$ cat src/rtl/i2c_arbiter_if.sv
// Requester and EEPROM-driver signal bundle for the two-port I2C arbiter.
// slave = arbiter view, master = requesters plus driver view.
interface i2c_arbiter_if;
    logic        req_0;
    logic        req_1;
    logic        rw_0;
    logic        rw_1;
    logic [15:0] addr_0;
    logic [15:0] addr_1;
    logic [7:0]  wdata_0;
    logic [7:0]  wdata_1;
    logic        ack_0;
    logic        ack_1;
    logic        done_0;
    logic        done_1;
    logic        err_0;
    logic        err_1;
    logic [7:0]  rdata_0;
    logic [7:0]  rdata_1;
    logic        busy;
    logic        i2c_start;
    logic        i2c_rw;
    logic [15:0] i2c_addr;
    logic [7:0]  i2c_wdata;
    logic        i2c_done;
    logic [7:0]  i2c_rdata;

    modport slave (
        input  req_0, req_1, rw_0, rw_1,
        input  addr_0, addr_1, wdata_0, wdata_1,
        output ack_0, ack_1, done_0, done_1,
        output err_0, err_1, rdata_0, rdata_1,
        output busy,
        output i2c_start, i2c_rw, i2c_addr, i2c_wdata,
        input  i2c_done, i2c_rdata
    );

    modport master (
        output req_0, req_1, rw_0, rw_1,
        output addr_0, addr_1, wdata_0, wdata_1,
        input  ack_0, ack_1, done_0, done_1,
        input  err_0, err_1, rdata_0, rdata_1,
        input  busy,
        input  i2c_start, i2c_rw, i2c_addr, i2c_wdata,
        output i2c_done, i2c_rdata
    );
endinterface

$ cat src/rtl/i2c_arbiter.sv
// Round-robin arbiter sharing one EEPROM I2C driver between two ports,
// with transfer timeout, release gap and post-write hold-off.
module i2c_arbiter #(
    parameter int unsigned WR_WAIT_CYCLES = 250000,
    parameter int unsigned TIMEOUT_CYCLES = 1000000,
    parameter int unsigned RELEASE_CYCLES = 4
) (
    input logic         sys_clk,
    input logic         sys_rst_n,
    i2c_arbiter_if.slave bus
);
    localparam int unsigned MAX_A =
        (WR_WAIT_CYCLES > TIMEOUT_CYCLES) ? WR_WAIT_CYCLES : TIMEOUT_CYCLES;
    localparam int unsigned MAX_P =
        (MAX_A > RELEASE_CYCLES) ? MAX_A : RELEASE_CYCLES;
    localparam int CW = (MAX_P > 1) ? $clog2(MAX_P) : 1;

    localparam logic [CW-1:0] TO_LAST  = CW'(TIMEOUT_CYCLES - 1);
    localparam logic [CW-1:0] REL_LAST = CW'(RELEASE_CYCLES - 1);
    localparam logic [CW-1:0] WR_LAST  = CW'(WR_WAIT_CYCLES - 1);

    localparam int I_IDLE = 0;
    localparam int I_XFER = 1;
    localparam int I_REL  = 2;
    localparam int I_WR   = 3;

    typedef enum logic [3:0] {
        IDLE    = 4'b0001,
        XFER    = 4'b0010,
        RELEASE = 4'b0100,
        WR_WAIT = 4'b1000
    } state_t;

    state_t        state;
    logic [CW-1:0] cnt;
    logic          last_grant;
    logic          done_q;
    logic          win;
    logic          any_req;
    logic          cmpl;

    assign any_req = bus.req_0 | bus.req_1;
    assign cmpl    = bus.i2c_done & ~done_q;
    assign bus.busy = ~state[I_IDLE];

    // last_grant doubles as the owner of the current transfer
    always_comb begin
        win = bus.req_1;
        if (bus.req_0 && bus.req_1)
            win = ~last_grant;
    end

    always_ff @(posedge sys_clk or negedge sys_rst_n) begin
        if (!sys_rst_n) begin
            state         <= IDLE;
            cnt           <= '0;
            last_grant    <= 1'b1;
            done_q        <= 1'b0;
            bus.i2c_start <= 1'b0;
            bus.i2c_rw    <= 1'b0;
            bus.i2c_addr  <= '0;
            bus.i2c_wdata <= '0;
            bus.ack_0     <= 1'b0;
            bus.ack_1     <= 1'b0;
            bus.done_0    <= 1'b0;
            bus.done_1    <= 1'b0;
            bus.err_0     <= 1'b0;
            bus.err_1     <= 1'b0;
            bus.rdata_0   <= '0;
            bus.rdata_1   <= '0;
        end else begin
            done_q     <= bus.i2c_done;
            bus.ack_0  <= 1'b0;
            bus.ack_1  <= 1'b0;
            bus.done_0 <= 1'b0;
            bus.done_1 <= 1'b0;
            bus.err_0  <= 1'b0;
            bus.err_1  <= 1'b0;

            unique case (1'b1)
                state[I_IDLE]: begin
                    if (any_req) begin
                        state         <= XFER;
                        cnt           <= '0;
                        last_grant    <= win;
                        bus.i2c_start <= 1'b1;
                        bus.ack_0     <= ~win;
                        bus.ack_1     <= win;
                        bus.i2c_rw    <= win ? bus.rw_1 : bus.rw_0;
                        bus.i2c_addr  <= win ? bus.addr_1 : bus.addr_0;
                        bus.i2c_wdata <= win ? bus.wdata_1 : bus.wdata_0;
                    end
                end

                state[I_XFER]: begin
                    // completion takes priority over a coincident timeout
                    if (cmpl) begin
                        cnt           <= '0;
                        bus.i2c_start <= 1'b0;
                        bus.done_0    <= ~last_grant;
                        bus.done_1    <= last_grant;
                        if (bus.i2c_rw && last_grant)
                            bus.rdata_1 <= bus.i2c_rdata;
                        if (bus.i2c_rw && !last_grant)
                            bus.rdata_0 <= bus.i2c_rdata;
                        state <= bus.i2c_rw ? RELEASE : WR_WAIT;
                    end else if (cnt == TO_LAST) begin
                        cnt           <= '0;
                        bus.i2c_start <= 1'b0;
                        bus.err_0     <= ~last_grant;
                        bus.err_1     <= last_grant;
                        state         <= RELEASE;
                    end else begin
                        cnt <= cnt + 1'b1;
                    end
                end

                state[I_REL]: begin
                    if (cnt == REL_LAST) begin
                        cnt   <= '0;
                        state <= IDLE;
                    end else begin
                        cnt <= cnt + 1'b1;
                    end
                end

                state[I_WR]: begin
                    if (cnt == WR_LAST) begin
                        cnt   <= '0;
                        state <= IDLE;
                    end else begin
                        cnt <= cnt + 1'b1;
                    end
                end

                default: begin
                    cnt           <= '0;
                    bus.i2c_start <= 1'b0;
                    state         <= IDLE;
                end
            endcase
        end
    end
endmodule
$ cat src/flat_wrapper.sv
// flat-port wrapper written by rule: the top's interface ports become plain ports
module i2c_arbiter_flat 
#(
    parameter int unsigned WR_WAIT_CYCLES = 250000,
    parameter int unsigned TIMEOUT_CYCLES = 1000000,
    parameter int unsigned RELEASE_CYCLES = 4
)
  (sys_clk, sys_rst_n, bus_req_0, bus_req_1, bus_rw_0, bus_rw_1, bus_addr_0, bus_addr_1, bus_wdata_0, bus_wdata_1, bus_ack_0, bus_ack_1, bus_done_0, bus_done_1, bus_err_0, bus_err_1, bus_rdata_0, bus_rdata_1, bus_busy, bus_i2c_start, bus_i2c_rw, bus_i2c_addr, bus_i2c_wdata, bus_i2c_done, bus_i2c_rdata);
  i2c_arbiter_if bus_i ();
  input logic sys_clk;
  input logic sys_rst_n;
  input wire logic [$bits(bus_i.req_0)-1:0] bus_req_0;
  input wire logic [$bits(bus_i.req_1)-1:0] bus_req_1;
  input wire logic [$bits(bus_i.rw_0)-1:0] bus_rw_0;
  input wire logic [$bits(bus_i.rw_1)-1:0] bus_rw_1;
  input wire logic [$bits(bus_i.addr_0)-1:0] bus_addr_0;
  input wire logic [$bits(bus_i.addr_1)-1:0] bus_addr_1;
  input wire logic [$bits(bus_i.wdata_0)-1:0] bus_wdata_0;
  input wire logic [$bits(bus_i.wdata_1)-1:0] bus_wdata_1;
  output wire logic [$bits(bus_i.ack_0)-1:0] bus_ack_0;
  output wire logic [$bits(bus_i.ack_1)-1:0] bus_ack_1;
  output wire logic [$bits(bus_i.done_0)-1:0] bus_done_0;
  output wire logic [$bits(bus_i.done_1)-1:0] bus_done_1;
  output wire logic [$bits(bus_i.err_0)-1:0] bus_err_0;
  output wire logic [$bits(bus_i.err_1)-1:0] bus_err_1;
  output wire logic [$bits(bus_i.rdata_0)-1:0] bus_rdata_0;
  output wire logic [$bits(bus_i.rdata_1)-1:0] bus_rdata_1;
  output wire logic [$bits(bus_i.busy)-1:0] bus_busy;
  output wire logic [$bits(bus_i.i2c_start)-1:0] bus_i2c_start;
  output wire logic [$bits(bus_i.i2c_rw)-1:0] bus_i2c_rw;
  output wire logic [$bits(bus_i.i2c_addr)-1:0] bus_i2c_addr;
  output wire logic [$bits(bus_i.i2c_wdata)-1:0] bus_i2c_wdata;
  input wire logic [$bits(bus_i.i2c_done)-1:0] bus_i2c_done;
  input wire logic [$bits(bus_i.i2c_rdata)-1:0] bus_i2c_rdata;
  assign bus_i.req_0 = bus_req_0;
  assign bus_i.req_1 = bus_req_1;
  assign bus_i.rw_0 = bus_rw_0;
  assign bus_i.rw_1 = bus_rw_1;
  assign bus_i.addr_0 = bus_addr_0;
  assign bus_i.addr_1 = bus_addr_1;
  assign bus_i.wdata_0 = bus_wdata_0;
  assign bus_i.wdata_1 = bus_wdata_1;
  assign bus_ack_0 = bus_i.ack_0;
  assign bus_ack_1 = bus_i.ack_1;
  assign bus_done_0 = bus_i.done_0;
  assign bus_done_1 = bus_i.done_1;
  assign bus_err_0 = bus_i.err_0;
  assign bus_err_1 = bus_i.err_1;
  assign bus_rdata_0 = bus_i.rdata_0;
  assign bus_rdata_1 = bus_i.rdata_1;
  assign bus_busy = bus_i.busy;
  assign bus_i2c_start = bus_i.i2c_start;
  assign bus_i2c_rw = bus_i.i2c_rw;
  assign bus_i2c_addr = bus_i.i2c_addr;
  assign bus_i2c_wdata = bus_i.i2c_wdata;
  assign bus_i.i2c_done = bus_i2c_done;
  assign bus_i.i2c_rdata = bus_i2c_rdata;
  i2c_arbiter #(.WR_WAIT_CYCLES(WR_WAIT_CYCLES), .TIMEOUT_CYCLES(TIMEOUT_CYCLES), .RELEASE_CYCLES(RELEASE_CYCLES)) u_core (.sys_clk(sys_clk), .sys_rst_n(sys_rst_n), .bus(bus_i));
endmodule
$ cat config.mk
export PLATFORM = sky130hd
export DESIGN_NAME = i2c_arbiter_flat
export DESIGN_NICKNAME = d
export VERILOG_FILES = /design/src/rtl/i2c_arbiter_if.sv /design/src/rtl/i2c_arbiter.sv /design/src/flat_wrapper.sv
export SDC_FILE = /design/constraint.sdc
export NUM_CORES = 1
export LEC_CHECK = 0
export CAP_MARGIN = 10
export CORE_ASPECT_RATIO = 0.7
export CORE_MARGIN = 3
export CORE_UTILIZATION = 43
export CTS_BUF_LIST = sky130_fd_sc_hd__clkbuf_4
export CTS_CLUSTER_DIAMETER = 200
export DETAILED_ROUTE_END_ITERATION = 12
export PLACE_DENSITY = 0.84
export SYNTH_ARGS = -nofsm -noshare
export SYNTH_HDL_FRONTEND = slang
export SYNTH_SLANG_ARGS = --single-unit
export TNS_END_PERCENT = 100
$ cat constraint.sdc
create_clock -name sys_clk -period 2.2 [get_ports sys_clk]
set_input_delay 0.33 -clock sys_clk [delete_from_list [all_inputs] [get_ports sys_clk]]
set_output_delay 0.33 -clock sys_clk [all_outputs]
set_load 0.01 [all_outputs]
# Word level (Yosys, flattened, before mapping)
# Cells that the tools add are included.
[totals]
word_cells = 73
in_bits = 63
register_bits = 74
[classes]
n_mux = 35
addsub = 1
n_reduce_logical = 9
bitwise = 7
n_eq_ne = 5
[op_table]
columns = ["op", "count"]
rows = [
  ["2-to-1 mux 20 bit", 5],
  ["case mux 20 bit (4 select lines)", 1],
  ["adder 20 x 1 -> 20 bit (second input constant)", 1],
  ["== test 20 x 18 -> 1 bit (second input constant)", 1],
  ["== test 20 x 2 -> 1 bit (second input constant)", 1],
  ["== test 20 bit (second input constant)", 1],
  ["2-to-1 mux 1 bit", 19],
  ["2-to-1 mux 16 bit", 1],
  ["case mux 4 bit (4 select lines)", 1],
  ["2-to-1 mux 4 bit", 3],
  ["AND reduction 3 bit", 3],
  ["2-to-1 mux 8 bit", 1],
  ["2-to-1 mux 3 bit", 2],
  ["inverter 1 bit", 5],
  ["logical AND 1 bit", 3],
  ["inequality test 3 bit (second input constant)", 1],
  ["case mux 1 bit (3 select lines)", 1],
  ["2-to-1 mux 2 bit", 1],
  ["inequality test 2 bit (second input constant)", 1],
  ["AND reduction 2 bit", 1],
  ["OR reduction 2 bit", 1],
  ["AND 1 bit", 1],
  ["logical NOT 1 bit", 1],
  ["OR 1 bit", 1],
]

# Depth between registers and ports, before layout
[logic_depth]
ltp_word = 5
mapped_depth = 8
depth_no_buf = 7

# Worst setup path before layout
# No wires, ideal clock.
[synth_timing]
path_kind = "register -> register"
from = "register u_core.cnt[0]"
to = "register u_core.cnt[5]"
period_less_slack_ns = 2.051
n_path_buf = 1
setup_ns = 0.126
path_slack_ns = 0.149
t_arrival_ns = 1.924
stages_incl_launch_ff = 9
required_ns = 2.074
cell_sequence = "dfrtp_1 ha_1 and3_1 and3_2 a41oi_4 o31ai_4 buf_6 nor3_1 a311o_1"
[synth_between]
elab_chain_len = 4
word_cells_on_any_way = 9
classes_between = "add/sub (1); eq/ne (3); mux (5)"
[synth_rtl]
columns = ["item", "line_no", "source"]
rows = [
  ["start: declaration", "i2c_arbiter.sv:35", "logic [CW-1:0] cnt;"],
  ["start signal: assignment", "i2c_arbiter.sv:114", "cnt <= cnt + 1'b1;"],
  ["start signal: assignment", "i2c_arbiter.sv:123", "cnt <= cnt + 1'b1;"],
  ["start signal: assignment", "i2c_arbiter.sv:132", "cnt <= cnt + 1'b1;"],
  ["adder 20 x 1 -> 20 bit or == test 20 bit (tied branches)", "--", ""],
  ["2-to-1 mux 20 bit", "i2c_arbiter.sv:107", "end else if (cnt == TO_LAST) begin"],
  ["2-to-1 mux 20 bit", "i2c_arbiter.sv:97", "if (cmpl) begin"],
  ["case mux 20 bit (4 select lines) (*)", "i2c_arbiter.sv:80", "unique case (1'b1)"],
]
# Every way passes the cells marked *; elsewhere a longest branch is shown, timed or not.
# A chain may end at the register's enable or synchronous reset.

# Final worst setup path
[layout_timing]
from = "register u_core.cnt[0]"
to = "register u_core.cnt[7]"
# Same word-level chain as after synthesis.

==> summary.md <==
| Metric | Value |
|---|---|
| Yosys warns | 0 |
| Post-Syn Nets | 375 |
| Nets | 519 |
| Layout cells sized above 1 | 19.1% |
| Skew final | 0.0193 ns |
| Tcrit/Tclk final | 97.9% |
| Clock Sinks | 74 |
| Worst R2R End | u_core.cnt[7] |
| Routed wl met3 | 791 µm |
| Largest net degree at the start of global routing | 44 |
| Final core occ | 67.9% |
| Worst Hold End | u_core.done_q |
| Final Max Slew Viols | 0 |
| CTS clk-pin slew, worst paths | 0.12 ns |
| CTS tree | done |
| Routed vias/inst | 5.64 |
| Dominant cell type by area after synthesis | dfrtp_1 |
| Met2 wire len | 4.90 mm |
| Synthesized cell area | 0.00341 mm² |
| Clock latency on the worst-skew pair | 0.43 ns |
| WL met1 | 3.95 mm |
| Pre-Repair DR Iteration Count | 5 |
| Crit Path Max Fanout | 12 |
| Horiz. Die Dim | 112 µm |
| H-tree depth | 3 |
| IO Count | 112 |
| Initial antenna violation count | 0 |
| Grt ovf | 0 |
| Net Sw Frac | 33.7% |
| Die Y | 80.5 µm |
| Synth top area cells | dfrtp_1 (53%), a222oi_1 (7.0%), mux2_2 (5.3%), nand2_1 (3.6%), inv_1 (3.0%) |
| Hold Path Depth | 1 |
| Mapped Avg Cell Area | 11.0 µm² |
| RSZ-0062 raised after global routing | true |
| EDFF count, synth | 0 |
| Final worst path period need | 2.15 ns |
| HP Start | bus_i2c_done |
| TritonCTS buffer count | 9 |
| Worst R2R Path Depth | 8 |
| Worst-Margin Slew | 0.560 ns |
| Power Density | 1070 mW/mm² |
| Comb pwr share | 42.7% |
| Seq pwr share | 39.4% |
| Area Overhead vs Synth | 48.9% |
| Top-count cell post-synth | dfrtp_1 |
| Cell Rows | 26 |
| Routed wire length | 9.79 mm |
| Reg2Reg Launch Point | u_core.cnt[0] |
| Post-synth top flop | dfrtp_1 |
| Sw power | 0.00183 W |
| Int Power | 0.00361 W |
| Dpl hpwl | 7.33 mm |
| Reg-to-reg slack, setup | 0.05 ns |
| Top sig layer | met4 |
| Leak pwr | 2.31 nW |
| Worst Setup Start Kind | flop |
| Residual DRC count | 0 |
| Top cell type's share of synthesized area | 52.8% |
| Max-Slew Margin vs Limit | 62.6% |
| Via count | 3,148 |
| MaxCap Viol Count | 0 |
| Fin. Hold Viols | 0 |
| CP Data Required Time | 2.52 ns |
| Antenna Nets Post-Route | 0 |
| Crit path arrival time | 2.47 ns |
| Starting density of the core | 45.6% |
| VDD IR max | 0.000593 V |
| Gr usage total | 22.1% |
| Die area | 0.00905 mm² |
| Buffers on Ports | 111 |
| Netlist cell types | 50 |
| Root Buffer | clkbuf_4 |
| Min-Delay Path Class | primary input to flop |
| Antenna Cells | 0 |
| Detailed Route Iter0 Violations | 264 |
| Post-synthesis sequential area ratio | 54.4% |
| #FFs+latches synth | 74 |
| Ys async rst share | 100% |
| Synth top cells by count | dfrtp_1 (72), nand2_1 (33), inv_1 (27) |
| Core region area | 0.00748 mm² |
| Number of global-route vias before repair | 3,288 |
| Setup violators final | 0 |
| Mapped Cells | 311 |
| WS Path Type | flop to flop |
| First-pass GRT wire length | 15.7 mm |
| Status | finished clean |
| Clock Power Share | 17.9% |
| Avg WL per Cell | 17.5 µm |
| Max frequency | 0.464 GHz |
| Clk buf depth | 2 |
| Final Wtd Congestion | 0.898 |
| Setup TNS | 0 ns |
| Kind of end point of the critical path | flop |
[kinds of logic after synthesis]
family          count (synthesis)  share of synthesized area, %
simple gates                  103                          16.3
flops                          74                          54.4
compound gates                 69                          16.9
buf+inv                        41                          4.95
mux                            17                          5.58
xor+xnor                        6                          1.54
fa+ha+maj                       1                         0.367
[sequential cells by signal, indices dropped and copies added, names as in the netlist, 4 cells and up]
signal,count
u_core.cnt,20
u_core.bus.i2c_addr,16
u_core.bus.i2c_wdata,8
u_core.bus.rdata_0,8
u_core.bus.rdata_1,8
u_core.state,4
[layer usage]
metal  global-route usage, %  up-vias
met4                    7.80        0
met3                    6.63       15
met2                    38.4      162
li1                        -     1451
met5                       0        -
met1                    26.2     1520
[metrics by stage]
| step | worst slack, ns | hold slack, ns | cell area [µm²] | power, W | instances |
|---|---|---|---|---|---|
| after global placement | -0.0623 | 0.352 | 4850 | 0.00433 | 540 |
| after detailed placement | -0.174 | 0.360 | 4850 | 0.00444 | 540 |
| final | 0.0463 | 0.385 | 5080 | 0.00545 | 558 |
| after floorplan | 0.149 | 0.0344 | 3410 | 0.00316 | 311 |
| after CTS | 0.00635 | 0.368 | 5050 | 0.00545 | 558 |
| after global routing | -0.0674 | 0.356 | 5080 | 0.00577 | 558 |
[repair_timing]
item                                    in CTS  in global routing
pin swaps                                    1                  9
hold buffers                                 1                  0
endpoints found under the setup margin       7                 16
setup buffers                                1                  1
hold endpoints to repair                    42                  0
resized for setup                            4                  9
[critical path, cell delays in order, from the launching register on]
cell and delay, ns:
dfrtp_1 0.38, ha_2 0.21, nor4b_2 0.23, and4b_1 0.28, a21boi_2 0.09, o31ai_4 0.34
buf_6 0.20, nor3_1 0.06, a211o_1 0.25
[how the worst max path moves through the flow]
stage | start | endpoint | slack (ns)
2_1_floorplan | u_core.cnt[0] | u_core.cnt[5] | 0.15
3_3_place_gp | bus_i2c_done | u_core.cnt[5] | -0.06
3_5_place_dp | bus_i2c_done | u_core.cnt[10] | -0.17
4_1_cts | u_core.cnt[0] | u_core.cnt[14] | 0.006
5_1_grt | u_core.cnt[0] | u_core.cnt[7] | -0.07
6_report | u_core.cnt[0] | u_core.cnt[7] | 0.05
[power by group through the flow]
| stage | clock network (W) | registers [W] | logic [W] |
|---|---|---|---|
| final | 0.000973 | 0.00215 | 0.00233 |
| after detailed placement | 0 | 0.00215 | 0.00229 |
| after global placement | 0 | 0.00213 | 0.00220 |
| after CTS | 0.000996 | 0.00214 | 0.00232 |
| after floorplan | 0 | 0.00224 | 0.000926 |
| after global routing | 0.00105 | 0.00220 | 0.00251 |
[cell type report]
cell class	instances	area, µm²
Fill cell	559	2400
Sequential cell	74	1860
Multi-Input combinational cell	196	1430
Timing Repair Buffer	147	1400
Tap cell	98	123
Inverter	27	101
Clock inverter	6	90.1
Clock buffer	10	75.1
[cells in the final DEF, fill, tap and decap left out, types with 3 or more instances in the layout]
cell type and instances:
clkdlybuf4s50_1 110, dfrtp_1 71, nand2_1 33, buf_4 33, inv_1 27, a222oi_1 24, mux2_2 16, nor2_1 13
o21ai_0 13, nor3_1 12, clkbuf_4 10, nand3_1 7, and3_1 6, a211o_1 5, a21o_1 5, nor3_2 4
xnor2_1 4, a21oi_1 4, nand4_1 3, o211ai_1 3, or4_1 3
Note: power is estimated with default switching activity, not from simulation.
